<file path="src/rtl/output_port_arbiter.sv">
// output_port_arbiter
//   Wormhole arbiter and output mux for one router output port. Picks one
//   requesting input in round-robin order, holds it from head flit to tail
//   flit, and forwards one flit per cycle into the output FIFO through a
//   registered stage.
//
//   Optional feature macro: OUTARB_STALL_DET_EN
//     defined   - 8-bit saturating stall counter; stall_err is set when
//                 STALL_LIMIT consecutive blocked LOCKED cycles are seen.
//     undefined - no counter; stall_err is tied to 0.
//
//   Ports
//     clk        clock, rising edge
//     rst        synchronous active-high reset
//     req[4:0]   per-input request (0..4 = L,N,E,W,S)
//     tail[4:0]  per-input "head-of-FIFO flit is a tail"
//     flit_in    five head-of-FIFO flits, input i at [i*DATA_WIDTH +: DATA_WIDTH]
//     out_ready  output FIFO has a free slot at the next edge
//     grant      one-hot pop strobe, combinational, only on a transfer
//     flit_out   registered forwarded flit
//     flit_valid registered write strobe to the output FIFO
//     stall_err  sticky stall flag
//
//   state  | meaning
//   IDLE   | no owner; searching req from ptr for the next packet
//   LOCKED | owner holds the port until its tail flit is transferred
module output_port_arbiter #(
  parameter int DATA_WIDTH  = 32,
  parameter int STALL_LIMIT = 255
) (
  input  logic                    clk,
  input  logic                    rst,
  input  logic [4:0]              req,
  input  logic [4:0]              tail,
  input  logic [5*DATA_WIDTH-1:0] flit_in,
  input  logic                    out_ready,
  output logic [4:0]              grant,
  output logic [DATA_WIDTH-1:0]   flit_out,
  output logic                    flit_valid,
  output logic                    stall_err
);

  localparam logic [0:0] ST_IDLE   = 1'b0;
  localparam logic [0:0] ST_LOCKED = 1'b1;

  logic [0:0]            state;
  logic [2:0]            owner;
  logic [2:0]            ptr;
  logic                  transfer;
  logic                  found;
  logic [2:0]            pick;
  logic [3:0]            sum;
  logic [DATA_WIDTH-1:0] sel_flit;

  // Round-robin search starting at ptr, wrapping modulo 5.
  always_comb begin
    found = 1'b0;
    pick  = 3'd0;
    sum   = 4'd0;
    for (int k = 0; k < 5; k++) begin
      sum = {1'b0, ptr} + 4'(k);
      if (sum > 4'd4) sum = sum - 4'd5;
      if (!found && req[sum[2:0]]) begin
        found = 1'b1;
        pick  = sum[2:0];
      end
    end
  end

  // rst gating keeps grant quiet during reset regardless of stale state.
  assign transfer = !rst && (state == ST_LOCKED) && req[owner] && out_ready;

  always_comb begin
    grant    = 5'b0;
    sel_flit = '0;
    for (int i = 0; i < 5; i++) begin
      if (owner == 3'(i)) begin
        grant[i] = transfer;
        sel_flit = flit_in[i*DATA_WIDTH +: DATA_WIDTH];
      end
    end
  end

  always_ff @(posedge clk) begin
    if (rst) begin
      state      <= ST_IDLE;
      owner      <= 3'd0;
      ptr        <= 3'd0;
      flit_out   <= '0;
      flit_valid <= 1'b0;
    end else begin
      flit_valid <= transfer;
      if (transfer) flit_out <= sel_flit;
      case (state)
        ST_IDLE: begin
          if (found) begin
            owner <= pick;
            state <= ST_LOCKED;
          end
        end
        default: begin
          if (transfer && tail[owner]) begin
            state <= ST_IDLE;
            ptr   <= (owner == 3'd4) ? 3'd0 : owner + 3'd1;
          end
        end
      endcase
    end
  end

`ifdef OUTARB_STALL_DET_EN
  logic [7:0] stall_cnt;
  logic       stall_err_q;

  // stall_err sets on the same edge at which the counter reaches the limit.
  always_ff @(posedge clk) begin
    if (rst) begin
      stall_cnt   <= 8'd0;
      stall_err_q <= 1'b0;
    end else if (state == ST_LOCKED && !transfer) begin
      if (stall_cnt != 8'hFF) stall_cnt <= stall_cnt + 8'd1;
      if (({1'b0, stall_cnt} + 9'd1) >= 9'(STALL_LIMIT)) stall_err_q <= 1'b1;
    end else begin
      stall_cnt <= 8'd0;
    end
  end

  assign stall_err = stall_err_q;
`else
  logic unused_stall_limit;
  assign unused_stall_limit = (STALL_LIMIT == 0);
  assign stall_err = 1'b0;
`endif

endmodule

</file>
<file path="config.mk">
export PLATFORM = sky130hd
export DESIGN_NAME = output_port_arbiter
export DESIGN_NICKNAME = d
export VERILOG_FILES = /design/src/rtl/output_port_arbiter.sv
export SDC_FILE = /design/constraint.sdc
export NUM_CORES = 1
export LEC_CHECK = 0
export BUFFER_PORTS_ARGS = -buffer_cell sky130_fd_sc_hd__buf_2
export CAP_MARGIN = 20
export CORE_MARGIN = 8
export CORE_UTILIZATION = 47
export CTS_BUF_LIST = sky130_fd_sc_hd__clkbuf_4 sky130_fd_sc_hd__clkbuf_8
export CTS_CLUSTER_SIZE = 14
export DETAILED_ROUTE_END_ITERATION = 12
export PLACE_DENSITY = 0.95
export SLEW_MARGIN = 20
export SYNTH_ARGS = -nofsm -noshare
export SYNTH_HDL_FRONTEND = slang
export SYNTH_SLANG_ARGS = --single-unit
export TNS_END_PERCENT = 30
</file>
<file path="constraint.sdc">
create_clock -name clk -period 4 [get_ports clk]
set_input_delay 0.2 -clock clk [delete_from_list [all_inputs] [get_ports clk]]
set_output_delay 0.2 -clock clk [all_outputs]
set_load 0.01 [all_outputs]
</file>
======== After elaboration in Yosys (flattened, before gate mapping) ========
Index checks and enable logic that the tools add are counted.
word-level totals
  bits in registers ....................... 40
  bits in latches ......................... 0
  RAM bits ................................ 0
  bits in read-only memories .............. 0
  input port bits ......................... 173
  output and inout port bits .............. 39
  logic and storage cells ................. 90
  memories kept ........................... 0
cells by class
  $add $sub $neg .......................... 10
  multipliers ............................. 0
  divide/modulo/power cells ............... 0
  order comparisons ....................... 11
  equal/unequal tests ..................... 4
  shifts and indexed selects .............. 0
  muxes and demuxes ....................... 43
  bitwise gates (word level) .............. 1
  reductions and logical operators ........ 16
operators by type and width
  operator               number
  $mux W32               5
  $mux W3                11
  $lt A3 B4 Y1 const B   6
  $bmux W1 S3            7
  $mux W1                20
  $gt A4 B3 Y1 const B   4
  $sub A3 B3 Y3 const B  5
  $add A3 B2 Y4 const B  2
  $logic_and A1 B1 Y1    8
  $eq A3 B2 Y1 const B   2
  $logic_not A1 Y1       5
  $add A3 B1 Y4 const B  1
  $add A3 B3 Y4 const B  1
  $reduce_and A2 Y1      2
  $add A3 B1 Y3 const B  1
  $eq A3 B1 Y1 const B   1
  $eq A3 B3 Y1 const B   1
  $gt A3 B3 Y1 const B   1
  $logic_not A3 Y1       1
  $not A1 Y1             1

======== Logic depth before layout (Yosys ltp) ========
  depth after elaboration ................. 19
  gate-level depth with buffers ........... 12
  mapped depth without buffers ............ 12

======== Worst setup path after synthesis ========
Ideal clock, no wire load.
  path kind ............................... register to register
  start point ............................. reg ptr[1]
  end point ............................... reg owner[1]
  library setup time ...................... 119 ps
  data arrival time ....................... 2885 ps
  data required time ...................... 3881 ps
  slack ................................... 996 ps
  cell stages (with the launch flop) ...... 12
  buffers on the path ..................... 0
  period minus slack after synthesis ...... 3004 ps
  cell sequence ........................... dfxtp_1 > inv_1 > ha_1 > ha_1 > nor2b_1 > or4_4 > a221oi_2 > or3_1 > mux2_2 > nand3b_1 > a21boi_1 > o221a_1
on the way
  word-level cells in the longest chain between the ends .. 18
  elaborated cells between the ends (all ways) .. 48
  classes of those cells .................. 9 x add/sub; 5 x order compare; 25 x mux; 9 x reduce/logical
ends and longest elaborated chain
  item                                                    line  source
  start, declared                                         48    logic [2:0] ptr;
  start signal, assigned                                  104   ptr <= (owner == 3'd4) ? 3'd0 : owner + 3'd1;
  branches (longest 18 deep; another with $add A3 B1 Y4)  --
  end signal, assigned                                    97    owner <= pick;
  end, declared                                           47    logic [2:0] owner;
Several ways; the timed one is not identified. The select of a mux whose other input is x is not followed.
A chain may end at the register's enable or synchronous reset.

======== Worst setup path after layout ========
Ends and elaborated chain as after synthesis.

==> metrics.cfg <==
[status]
status=finished clean

[layout]
layout.area.seq_um2=801
area_delta_synth_final_pct=29.4
fill_cells=740
multi_input_area_mm2=0.00279
drive_gt1_share_pct=35.3
fin_area_mm2=0.00496
layout_commonest_cell=buf_2
final_net_count=899
final_cell_mix=210 x buf_2, 115 x nor2_1, 75 x a21oi_1, 64 x a211oi_1, 40 x dfxtp_1

[sta]
final.setup.tns_ns=0
setup_viol=0
hold_viol_final=0
fmax_ghz=0.285
relSlewSlack_pct=37.9
whs_ns=0.336
tightest_slew_ns=0.931
drv_slew=0
finalCritPeriodShare_pct=87.6
rsz0062_at_grt=no
finalClockSkew_ns=0.00619
fin_crit_ns=3.50

[logic_synthesis]
syn_area_mm2=0.00384
synth_edf_count=0
ys_seq_area_share_pct=20.9
synth.avg_cell_area_um2=7.16
yosys_warnings=0
synthArstFlopShare_pct=0
ys_seq_elements=40
syn_inst=536
synth_ff_type=dfxtp_1
yosysUniqueCellTypes=68
synthesis.nets=726

[place]
io_buffers=210
gp_congestion=0.982
placed_area_mm2=0.00487
place_hpwl_um=11800

[run]
cap_violations=0

[setup_path]
rr_worst_depth=10
crit_fanout=9
r2r_end=owner[1]
r2r_start=ptr[1]
worstPathCellList=inv_1 -> ha_1 -> ha_1 -> nor2b_1 -> o31ai_1 -> o211ai_1 -> a21oi_1 -> mux2_2 -> a221oi_1 -> o221a_1
cp-end-kind=flip-flop
cpPeakStageDelay_ns=0.52
critPathSlowestCell=dfxtp_1
critPathLaunchType=flip-flop
critPathMostFrequentCell=ha_1
crit_type=flip-flop to flip-flop
cp.required_ns=4.23
cp_top_family=compound AO/OA/AOI/OAI gates
ff2ff_setup_slack_ns=0.50
critical_path_buf_inv_count=1
critPathArrivalTime_ns=3.74

[detailed_routing]
firstDrtPassIters=5
vias_per_cell=5.89
route.detailed.drc=0
vias=4806
drtIter0Drc=303
wl_um=15000
ant_nets=0
wire_per_inst_um=18.3

[clocking]
clk_latency_ns=0.29
cts-resized-gates=0
path_clk_slew_ns=0.08
cts_made_buffers=5
cts.path.max_buffers=2
h-tree-depth=2
cts_tree=built
clock-root-buffer=clkbuf_8
post_cts_buffers=0
hold_buffers=0
clock-sinks=40

[grt]
antenna_found_initial=2
grt_max_degree=66
grt.overflow.total=0
grt_pass1_vias=4685
grt_pass1_wl_um=23100
grt_use_total_pct=24.9

[power]
peakVddDrop_mv=0.124
leakagePower_nw=2.34
power.density_mw_per_mm2=222

[floorplan]
ios=212
core_mm2=0.00805
floorplan.initialDensity_pct=47.6
die_y_um=106
die-area_mm2=0.0113
die_x_um=106
rows=33

[hold_path]
worstHoldPathCells=5
min_from=flit_in[133]
hold_end=flit_out[5]
min_path_type=primary input to flip-flop

[worst register-to-register path, stage by stage, from the launching register on]
cell and delay (ns):
dfxtp_1 0.52, inv_1 0.21, ha_1 0.27, ha_1 0.39
nor2b_1 0.19, o31ai_1 0.33, o211ai_1 0.16, a21oi_1 0.37
mux2_2 0.40, a221oi_1 0.37, o221a_1 0.24
[cells in the mapped netlist (2+ instances only)]
library cell / number / area share (%)
and2_1: 3 / 0.49
ha_1: 17 / 5.5
o211ai_1: 2 / 0.39
mux2i_1: 11 / 2.9
nand3_1: 5 / 0.65
inv_2: 2 / 0.20
buf_2: 5 / 0.65
clkbuf_1: 42 / 4.1
nor3_1: 5 / 0.65
a21o_1: 2 / 0.39
or3_1: 4 / 0.65
mux4_2: 3 / 1.8
inv_1: 12 / 1.2
and3_1: 4 / 0.65
o211a_1: 3 / 0.78
xnor2_1: 2 / 0.46
mux2_2: 3 / 0.88
nor3b_1: 2 / 0.39
o31ai_1: 2 / 0.39
nand2_1: 17 / 1.7
nand3b_1: 4 / 0.78
a22oi_1: 32 / 6.3
o21ai_0: 5 / 0.65
nand2b_1: 6 / 0.98
nor2_1: 116 / 11
nor2b_1: 6 / 0.98
buf_4: 2 / 0.39
dfxtp_1: 40 / 21
a21oi_1: 75 / 9.8
a31oi_1: 3 / 0.49
a211oi_1: 64 / 13
[registers in the layout (all words and copies together), names as in the netlist]
name,cells
flit_valid,1
state,1
ptr,3
flit_out,32
owner,3
[area by class of cell]
type                    count  area share (%)
multi-input cells         431            56.2
repair buffers            217            22.2
flip-flops and latches     40            16.1
well taps                 105            2.65
clock buffers               5            1.39
inverters                  14            1.06
clock inverters             2           0.252
diodes                      2           0.101
[cells by family after synthesis]
kind of cell    synth area share [%]
mux                             5.51
simple gates                    22.1
compound gates                  38.0
other cells                   0.0978
flops                           20.9
xor+xnor                       0.685
fa+ha+maj                       5.84
buf+inv                         6.91
[how the worst max path moves through the flow]
stage	from	endpoint	slack, ns	cells after the start
finish	ptr[1]	owner[1]	0.50	10
global route	ptr[1]	owner[1]	0.27	10
CTS	ptr[1]	owner[1]	0.54	10
detailed placement	ptr[1]	owner[1]	0.56	10
global placement	ptr[1]	owner[1]	0.81	10
floorplan	ptr[1]	owner[1]	1.0	11
[per-layer routing]
metal	vias to the layer above	routed length, um	GRT usage, %	share of wire [%]
li1	2323	-	-	-
met3	32	1290	5.75	8.6
met5	-	0	0	0
met2	250	7520	43.2	50
met4	0	437	10.8	2.9
met1	2201	5710	28.7	38
[through the flow]
stage	instances	utilization, %	worst slack [ns]	power [mW]
2_1_floorplan	536	-	0.996	0.692
3_3_place_gp	807	60.5	0.813	0.838
3_5_place_dp	807	60.5	0.562	0.850
4_1_cts	814	61.5	0.542	1.11
5_1_grt	816	61.6	0.269	1.17
6_report	816	61.6	0.497	1.10
[report_power, final]
part / internal [mW] / total (mW) / switching [mW]
clock network: 0.118 / 0.255 / 0.137
logic: 0.191 / 0.423 / 0.232
registers: 0.412 / 0.425 / 0.0134
Note: power is estimated with default switching activity, not from simulation.
